## src/rtl/peripheral_access_master.sv

```systemverilog
// Command-driven burst master for the crossing bridge slave port: issues write/read
// bursts of up to 16 word transfers and returns read results with an end-of-command marker.
module peripheral_access_master #(
   parameter int MAX_OUTSTANDING = 8
) (
   input  logic        slave_clk,
   input  logic        slave_reset_n,
   input  logic        cmd_valid,
   output logic        cmd_ready,
   input  logic        cmd_write,
   input  logic [3:0]  cmd_addr,
   input  logic [4:0]  cmd_len,
   input  logic [3:0]  cmd_byteenable,
   input  logic        wdata_valid,
   input  logic [31:0] wdata,
   output logic        wdata_ready,
   output logic        rdata_valid,
   output logic [31:0] rdata,
   output logic        rdata_eop,
   output logic        done,
   output logic        err_unexpected,
   output logic [3:0]  av_address,
   output logic [3:0]  av_nativeaddress,
   output logic [3:0]  av_byteenable,
   output logic        av_read,
   output logic        av_write,
   output logic [31:0] av_writedata,
   input  logic        av_waitrequest,
   input  logic [31:0] av_readdata,
   input  logic        av_readdatavalid,
   input  logic        av_endofpacket
);

   typedef enum logic [1:0] {IDLE, ISSUE, DRAIN} state_t;

   localparam logic [3:0] MAX_OUT = 4'(MAX_OUTSTANDING);

   state_t      state, state_next;
   logic        ready_en;
   logic        wr_q;
   logic [3:0]  addr_q;
   logic [3:0]  be_q;
   logic [4:0]  remain_q;
   logic [4:0]  resp_left_q;
   logic [3:0]  outstanding;
   logic        read_hold;
   logic        done_next;
   logic        cmd_acc;
   logic        xfer_acc;
   logic        rd_acc;
   logic        rdv_ok;
   logic        last_acc;
   logic [4:0]  len_eff;
   logic        unused_eop;

   assign unused_eop = av_endofpacket;

   assign len_eff  = ((cmd_len == 5'd0) || (cmd_len > 5'd16)) ? 5'd16 : cmd_len;

   // ready_en keeps cmd_ready low while reset is held and until the first edge after release
   assign cmd_ready = ready_en && (state == IDLE);
   assign cmd_acc   = cmd_valid && cmd_ready;

   assign av_write  = (state == ISSUE) && wr_q && wdata_valid;
   assign av_read   = (state == ISSUE) && !wr_q && ((outstanding < MAX_OUT) || read_hold);

   assign av_address       = addr_q;
   assign av_nativeaddress = addr_q;
   assign av_byteenable    = be_q;
   assign av_writedata     = av_write ? wdata : 32'd0;

   assign xfer_acc    = (av_read || av_write) && !av_waitrequest;
   assign rd_acc      = av_read && !av_waitrequest;
   assign wdata_ready = av_write && !av_waitrequest;
   assign last_acc    = xfer_acc && (remain_q == 5'd1);

   // A strobe with nothing in flight is dropped rather than counted
   assign rdv_ok      = av_readdatavalid && (outstanding != 4'd0);

   always_ff @(posedge slave_clk or negedge slave_reset_n) begin
      if (!slave_reset_n) begin
         state    <= IDLE;
         ready_en <= 1'b0;
         done     <= 1'b0;
      end else begin
         state    <= state_next;
         ready_en <= 1'b1;
         done     <= done_next;
      end
   end

   always_comb begin
      state_next = state;
      done_next  = 1'b0;
      case (state)
         IDLE: begin
            if (cmd_acc) state_next = ISSUE;
         end
         ISSUE: begin
            if (last_acc) begin
               if (wr_q) begin
                  state_next = IDLE;
                  done_next  = 1'b1;
               end else begin
                  state_next = DRAIN;
               end
            end
         end
         DRAIN: begin
            // last result is on rdata this cycle when both reach zero
            if ((outstanding == 4'd0) && (resp_left_q == 5'd0)) begin
               state_next = IDLE;
               done_next  = 1'b1;
            end
         end
         default: state_next = IDLE;
      endcase
   end

   always_ff @(posedge slave_clk or negedge slave_reset_n) begin
      if (!slave_reset_n) begin
         wr_q     <= 1'b0;
         addr_q   <= 4'd0;
         be_q     <= 4'd0;
         remain_q <= 5'd0;
      end else if (cmd_acc) begin
         wr_q     <= cmd_write;
         addr_q   <= cmd_addr;
         be_q     <= cmd_byteenable;
         remain_q <= len_eff;
      end else if (xfer_acc) begin
         addr_q   <= addr_q + 4'd1;
         remain_q <= remain_q - 5'd1;
      end
   end

   always_ff @(posedge slave_clk or negedge slave_reset_n) begin
      if (!slave_reset_n) begin
         outstanding <= 4'd0;
         read_hold   <= 1'b0;
         resp_left_q <= 5'd0;
      end else begin
         outstanding <= outstanding + {3'd0, rd_acc} - {3'd0, rdv_ok};
         read_hold   <= av_read && av_waitrequest;
         if (cmd_acc) begin
            resp_left_q <= cmd_write ? 5'd0 : len_eff;
         end else if (rdv_ok) begin
            resp_left_q <= resp_left_q - 5'd1;
         end
      end
   end

   // Read result stage: one register between the bridge strobe and the client
   always_ff @(posedge slave_clk or negedge slave_reset_n) begin
      if (!slave_reset_n) begin
         rdata_valid    <= 1'b0;
         rdata_eop      <= 1'b0;
         rdata          <= 32'd0;
         err_unexpected <= 1'b0;
      end else begin
         rdata_valid <= rdv_ok;
         rdata_eop   <= rdv_ok && (resp_left_q == 5'd1);
         if (rdv_ok) rdata <= av_readdata;
         if (av_readdatavalid && (outstanding == 4'd0)) err_unexpected <= 1'b1;
      end
   end

endmodule

```

## config.mk

```make
export PLATFORM = sky130hd
export DESIGN_NAME = peripheral_access_master
export DESIGN_NICKNAME = d
export VERILOG_FILES = /design/src/rtl/peripheral_access_master.sv
export SDC_FILE = /design/constraint.sdc
export NUM_CORES = 1
export LEC_CHECK = 0
export CAP_MARGIN = 5
export CORE_MARGIN = 1
export CORE_UTILIZATION = 55
export CTS_CLUSTER_SIZE = 10
export DETAILED_ROUTE_END_ITERATION = 16
export DONT_BUFFER_PORTS = 1
export GPL_TIMING_DRIVEN = 0
export PLACE_DENSITY_LB_ADDON = 0.2
export SYNTH_ARGS = -nofsm -noshare
export SYNTH_HDL_FRONTEND = slang
export SYNTH_SLANG_ARGS = --single-unit
```

## constraint.sdc

```tcl
create_clock -name slave_clk -period 3.3 [get_ports slave_clk]
set_input_delay 0.33 -clock slave_clk [delete_from_list [all_inputs] [get_ports slave_clk]]
set_output_delay 0.33 -clock slave_clk [all_outputs]
set_load 0.01 [all_outputs]
```

# == After elaboration in Yosys (flattened, before gate mapping) ==
# Index checks and enable logic that the tools add are counted.
# Widths: inputs -> output; s select.
# op_classes
eq_ne,7
addsub,5
mux,18
magnitude_cmp,2
n_reduce_logical,28
# op_table
cell,count
$mux 32,1
$mux 5,6
$logic_and 1x1->1,15
$eq 5x1->1 const B,2
$logic_not 5->1,2
$sub 5x1->5 const B,2
$mux 2,4
$mux 4,2
$ne 2x2->1 const B,3
$pmux 2 s3,1
$gt 5x5->1 const B,1
$add 4x1->4,1
$add 4x1->4 const B,1
$logic_not 4->1,1
$lt 4x4->1 const B,1
$reduce_bool 2->1,2
$reduce_bool 4->1,1
$sub 4x1->4,1
$logic_or 1x1->1,3
$mux 1,3
$reduce_and 3->1,1
$eq 2x1->1 const B,1
$eq 2x2->1 const B,1
$logic_not 1->1,2
2 further kinds,2
# totals
reg_bits,63
word_cells,74
in_bits,85
output_inout_bits,84

# == Longest topological paths before layout ==
# Gate-level depths: netlist (run 1).
# logic_depth
word_depth,8
ltp_mapped,12

# == Worst setup path after synthesis (run 1) ==
# OpenSTA, ideal clock, no wires.
# synth_path
kind,reg2reg
start,register outstanding[3]
end,register outstanding[2]
path_buffers,2
synth_period_minus_slack_ps,2507
arrival_ps,2384
stages_incl_launch_ff,13
required_ps,3177
path_slack_ps,793
cell_sequence,dfrtp_1 inv_1 ha_1 or3b_4 and2_4 buf_12 buf_12 ha_1 inv_1 ha_1 inv_1 fa_1 xnor2_1
# synth_lines
element,line,text
from (decl),45,logic [3:0] outstanding;
from (signal assigned),143,"outstanding <= outstanding + {3'd0, rd_acc} - {3'd0, rdv_ok};"
$reduce_bool 4->1,78,assign rdv_ok = av_readdatavalid && (outstanding != 4'd0);
$logic_and 1x1->1,78,
net rdv_ok,51,logic rdv_ok;
$sub 4x1->4,143,
# The timed path passes the listed nets, and every way through them passes these cells.
# A chain may end at the register's enable or synchronous reset.

# == Worst setup path after layout (run 1) ==
# Ends and elaborated chain as after synthesis.

==> results of run 1 <==
-- flip-flops by register name (all words and copies together) (netlist names) --
register        count
rdata              32
rdata_valid         1
done                1
err_unexpected      1
ready_en            1
av_byteenable       4
read_hold           1
remain_q            5
wr_q                1
state               2
rdata_eop           1
resp_left_q         5
outstanding         4
av_address          4
-- logic make-up (layout without fill, tap and decap cells) --
family,after synthesis,after routing,synth area share [%]
AOI/OAI and AO/OA,31,31,5.82
other,1,1,0.112
xor gates and xnor gates,13,13,3.41
and+or+nand+nor,93,93,15.9
buffers and inverters,37,55,6.87
DFF,63,63,47.3
muxes,34,34,14.3
adders and majority gates,16,16,6.23
-- worst paths after layout --
path	startpoint	endpoint	slack [ns]	depth (start not counted)
setup / recovery	outstanding[3]	outstanding[2]	0.65	12
hold / removal	cmd_byteenable[3]	av_byteenable[3]	0.11	2
setup reg to reg	outstanding[3]	outstanding[2]	0.65	12
hold reg to reg	err_unexpected	err_unexpected	0.55	1
max in group asynchronous	slave_reset_n	av_byteenable[2]	2.51	2
min in group asynchronous	slave_reset_n	rdata[24]	0.53	2
-- cell usage in the layout, fill, tap and decap left out, types with 2 or more instances in the layout --
master and instances:
a21o_1 2, a21oi_1 8, a31oi_1 2, and2_1 35, and3_1 5, buf_12 4, buf_4 4, bufinv_16 2
clkbuf_1 10, clkbuf_8 9, dfrtp_1 63, ha_1 15, inv_1 17, mux2_2 6, mux2_4 26, mux2i_1 2
nand2_1 18, nand3_1 9, nand4_1 8, nor2_1 3, nor2b_1 2, nor3_1 3, nor3b_1 2, o21ai_0 9
o21ai_1 3, xnor2_1 4, xor2_1 9
-- metal layers --
metal / global-route usage (%) / vias to the layer above / part of all wire [%]
met1: 22.9 / 955 / 40
met5: 0 / - / 0
met4: 6.43 / 0 / 1.1
met3: 7.09 / 8 / 7.9
li1: - / 990 / -
met2: 34.0 / 103 / 51
-- cell usage after synthesis, types with 2 or more instances --
cell type  count  area, µm²
dfrtp_1       63       1580
and2_1        35        219
mux2_4        26        390
nand2_1       18       67.6
inv_1         17       63.8
ha_1          15        188
nand3_1        9       45.0
o21ai_0        9       45.0
xor2_1         9       78.8
a21oi_1        8       40.0
clkbuf_1       8       30.0
nand4_1        8       50.1
mux2_2         6       67.6
and3_1         5       31.3
buf_12         4       80.1
buf_4          4       30.0
xnor2_1        4       35.0
nor2_1         3       11.3
nor3_1         3       15.0
o21ai_1        3       15.0
a21o_1         2       15.0
a31oi_1        2       12.5
mux2i_1        2       20.0
nor2b_1        2       12.5
nor3b_1        2       15.0
-- power by group through the flow --
| stage | Sequential [mW] | Combinational, mW | Clock (mW) |
|---|---|---|---|
| finish | 1.30 | 0.963 | 0.717 |
| global placement | 1.31 | 0.925 | 0 |
| CTS | 1.30 | 0.976 | 0.733 |
| global route | 1.34 | 1.07 | 0.779 |
| floorplan | 1.26 | 0.813 | 0 |
| detailed placement | 1.31 | 0.948 | 0 |
-- layout make-up --
cell class | instances | area (µm²)
Buffer | 20 | 165
Clock buffer | 11 | 131
Clock inverter | 5 | 81.3
Fill cell | 443 | 2000
Inverter | 17 | 63.8
Multi-Input combinational cell | 188 | 1530
Sequential cell | 63 | 1580
Tap cell | 72 | 90.1
Timing Repair Buffer | 2 | 37.5
-- critical path: stages (launching register included) --
cell     delay, ns
dfrtp_1       0.37
inv_1         0.08
ha_1          0.15
or3b_4        0.41
and2_4        0.18
buf_12        0.14
buf_12        0.14
ha_1          0.28
inv_1         0.05
ha_1          0.15
inv_1         0.05
fa_1          0.38
xnor2_1       0.14
-- through the flow --
step	util, %	setup slack, ns	total power [mW]	hold WS, ns	instances
after global placement	60.3	0.677	2.23	0.0355	360
after floorplan	-	0.793	2.07	0.0344	288
final	64.7	0.654	2.98	0.112	378
after CTS	64.7	0.635	3.01	0.0981	378
after global routing	64.7	0.492	3.19	0.0976	378
after detailed placement	60.3	0.655	2.26	0.0357	360
-- repair_timing --
item | in CTS | in global routing
hold buffers | 2 | 0
resized for setup | 0 | 0
endpoints found under the hold margin | 63 | 0
setup buffers | 0 | 0
==> flow_summary.toml, run 1 <==
[power_and_ir_drop]
swShare_pct = 34.6
p_leak_nw = 1.72
combPwrFrac_pct = 32.3
power.internal_mw = 1.95
ir_worst_vdd_uv = 443
power.density_mw_per_mm2 = 811
clkPwrFrac_pct = 24.0
p_sw_mw = 1.03
p_seq_share_pct = 43.6

[synthesis]
syn_area_mm2 = 0.00333
synth_seq_cells = 63
synth-edff-count = 0
yosys_warnings = 0
ys_seq_area_share_pct = 47.3
ys_types = 46
synth_nets = 389
async_flop_share_pct = 100
synth_ff_type = "dfrtp_1"
syn_inst = 288
syn_avg_cell_area_um2 = 11.6

[cts]
htreeDepth = 3
clk_pin_slew_ns = 0.07
clockBufferDepth = 2
cts-root-buf = "clkbuf_8"
cts-buffers-inserted = 9
clock-sinks = 63
clk_latency_ns = 0.33
cts_tree = "yes"

[sta]
finClkSkew_ns = 0.0118
min_period_ns = 2.65
finalSetupViolCount = 0
hold_viol = 0
post-route-period-util_pct = 80.2
max_freq_mhz = 378
slew_viol_final = 0
rsz0062_at_grt = "no"
tns_ns = 0

[worst_setup_path]
cp.required_ns = 3.52
crit_fanout = 11
crit_path_start_kind = "register"
crit_type = "reg -> reg"
cp-end-kind = "register"
critPathArrivalTime_ns = 2.87

[run_status]
status = "complete, no violations"

[cells_and_area]
synthToLayoutAreaGrowth_pct = 10.2
diodes = 0
layout-drive-gt1-share_pct = 19.9
fin_area_mm2 = 0.00367
final_nets = 402

[die]
die_x_um = 79.9
rows = 27
pin_count = 169
dieArea_mm2 = 0.00638
start_util_pct = 58.8
fp.coreArea_mm2 = 0.00568
die_h_um = 79.9

[routing]
wirelength_um = 6460
drc = 0
wl_per_cell_um = 17.1
firstDrtPassIters = 4
drt_iter0_markers = 67
ant_nets = 0
num_vias = 2056
viasPerCell = 5.44

[place]
dpl_cell_area_mm2 = 0.00342
dp_hpwl_um = 4750
numPortBuffers = 0
gp_congestion = 0.806

[hold_path]
hp-class = "in -> reg"

[grt]
grtUsageTotal_pct = 19.8
grt_start_max_net_pins = 64
grt_first_pass_wirelength_um = 9180
grt_overflow = 0
grt_pass1_vias = 1857
antenna_found_initial = 0

[run]
max-cap-violations = 0
No activity file was read; power rests on OpenSTA's default activity.
==> run 2, diff against run 1 <==
clock period = 2.58 ns   (was 3.3 ns; I/O delays follow)
==> run 2 against run 1 <==
Clock-buffer cell count stayed put. Total power is 28% higher. Maximum frequency is 7.8% higher. Final area is 0.68% lower. Sequential share of layout area is 0.29 points higher. Die area stayed put.
==> flow_summary.toml, run 2 (synthesized netlist as in run 1, its figures left out) <==
[run_status]
status = "complete, no violations"

[power_and_ir_drop]
p_sw_mw = 1.32
clkPwrFrac_pct = 24.2
power.density_mw_per_mm2 = 1040
combPwrFrac_pct = 32.0
ir_worst_vdd_uv = 568
power.internal_mw = 2.48
p_seq_share_pct = 43.8
swShare_pct = 34.7
p_leak_nw = 1.70

[routing]
wirelength_um = 6460
drc = 0
ant_nets = 0
firstDrtPassIters = 4
drt_iter0_markers = 112
viasPerCell = 5.44
wl_per_cell_um = 17.1
num_vias = 2049

[cts]
clock-sinks = 63
cts-buffers-inserted = 9
clk_pin_slew_ns = 0.07
htreeDepth = 3
clockBufferDepth = 2
clk_latency_ns = 0.33
cts_tree = "yes"
cts-root-buf = "clkbuf_8"

[worst_setup_path]
crit_fanout = 19
crit_type = "reg -> reg"
cp-end-kind = "register"
critPathArrivalTime_ns = 2.68
crit_path_start_kind = "register"
cp.required_ns = 2.81

[place]
gp_congestion = 0.806
dp_hpwl_um = 4750
numPortBuffers = 0
dpl_cell_area_mm2 = 0.00342

[grt]
grt_overflow = 0
grtUsageTotal_pct = 19.7
grt_start_max_net_pins = 64
grt_first_pass_wirelength_um = 9140
antenna_found_initial = 0
grt_pass1_vias = 1851

[cells_and_area]
layout-drive-gt1-share_pct = 21.0
final_nets = 401
fin_area_mm2 = 0.00365
final_cell_mix = "63 x dfrtp_1, 35 x and2_1, 26 x mux2_4"
final_common_cell = "dfrtp_1"
nFillCells = 443
largestRegisters = "rdata x32, remain_q x5, resp_left_q x5"
largest_reg_flops = 32
synthToLayoutAreaGrowth_pct = 9.46
diodes = 0
max_flop_register = "rdata"

[sta]
slew_viol_final = 0
whs_ns = 0.0397
post-route-period-util_pct = 95.1
hold_viol = 0
max_freq_mhz = 407
rsz0062_at_grt = "no"
finalSetupViolCount = 0
finClkSkew_ns = 0.0128
min_period_ns = 2.45

[die]
die_h_um = 79.9
start_util_pct = 58.8
fp.coreArea_mm2 = 0.00568
die_x_um = 79.9
dieArea_mm2 = 0.00638
rows = 27
pin_count = 169

[hold_path]
hp-class = "in -> reg"

[run]
max-cap-violations = 0
==> run 2: cell type report <==
type	instances	area (µm²)	share of cell area (%)
multi-input combinational	188	1540	42.1
timing repair buffer	3	45.0	1.23
sequential	63	1580	43.2
inverter	17	63.8	1.75
buffer	18	125	3.43
tap	72	90.1	2.47
clock buffer	11	131	3.60
clock inverter	5	81.3	2.23
==> run 2: critical path, cell delays in order (launching register included) <==
cell	delay, ns
dfrtp_1	0.38
inv_2	0.07
ha_2	0.16
or3b_4	0.37
and2_4	0.24
ha_1	0.31
inv_1	0.06
ha_2	0.16
inv_1	0.05
fa_2	0.51
inv_1	0.03
==> run 2: metrics by stage <==
| step | power, mW | TNS, ns | setup slack (ns) | utilization, % | instances |
|---|---|---|---|---|---|
| after floorplan | 2.65 | 0 | 0.0732 | - | 288 |
| after global placement | 2.86 | -0.0695 | -0.0434 | 60.3 | 360 |
| after detailed placement | 2.89 | -0.141 | -0.0647 | 60.3 | 360 |
| after CTS | 3.85 | 0 | 0.0800 | 64.6 | 378 |
| after global routing | 4.06 | 0 | 0.00829 | 64.3 | 377 |
| final | 3.80 | 0 | 0.125 | 64.3 | 377 |
==> run 2: worst paths after layout <==
kind                                         from                to  slack [ns]  depth (start not counted)
worst max-delay path               outstanding[3]    outstanding[1]        0.13                         10
worst min-delay path            cmd_byteenable[3]  av_byteenable[3]        0.04                          2
worst max register to register     outstanding[3]    outstanding[1]        0.13                         10
worst min register to register     err_unexpected    err_unexpected        0.55                          1
max in group asynchronous           slave_reset_n  av_byteenable[2]        1.86                          2
min in group asynchronous           slave_reset_n         rdata[24]        0.45                          2
==> run 2: repair_timing <==
| item | CTS | global route |
|---|---|---|
| gates resized for setup | 3 | 1 |
| hold endpoints to repair | 63 | 0 |
| pin swaps | 0 | 1 |
| buffers inserted | 1 | 0 |
| setup endpoints to repair | 3 | 2 |
| hold buffers | 2 | 0 |
==> run 2: power by group through the flow <==
stage | Combinational, mW | Clock (mW) | Sequential [mW]
2_1_floorplan | 1.04 | 0 | 1.61
6_report | 1.22 | 0.918 | 1.66
5_1_grt | 1.36 | 0.996 | 1.71
3_3_place_gp | 1.18 | 0 | 1.67
3_5_place_dp | 1.21 | 0 | 1.68
4_1_cts | 1.24 | 0.937 | 1.67
==> run 2: per-layer routing <==
layer / vias to the layer above / wire length (µm) / track usage (%)
li1: 988 / - / -
met3: 8 / 543 / 7.09
met4: 0 / 68 / 6.43
met5: - / 0 / 0
met2: 107 / 3260 / 33.8
met1: 946 / 2590 / 22.8
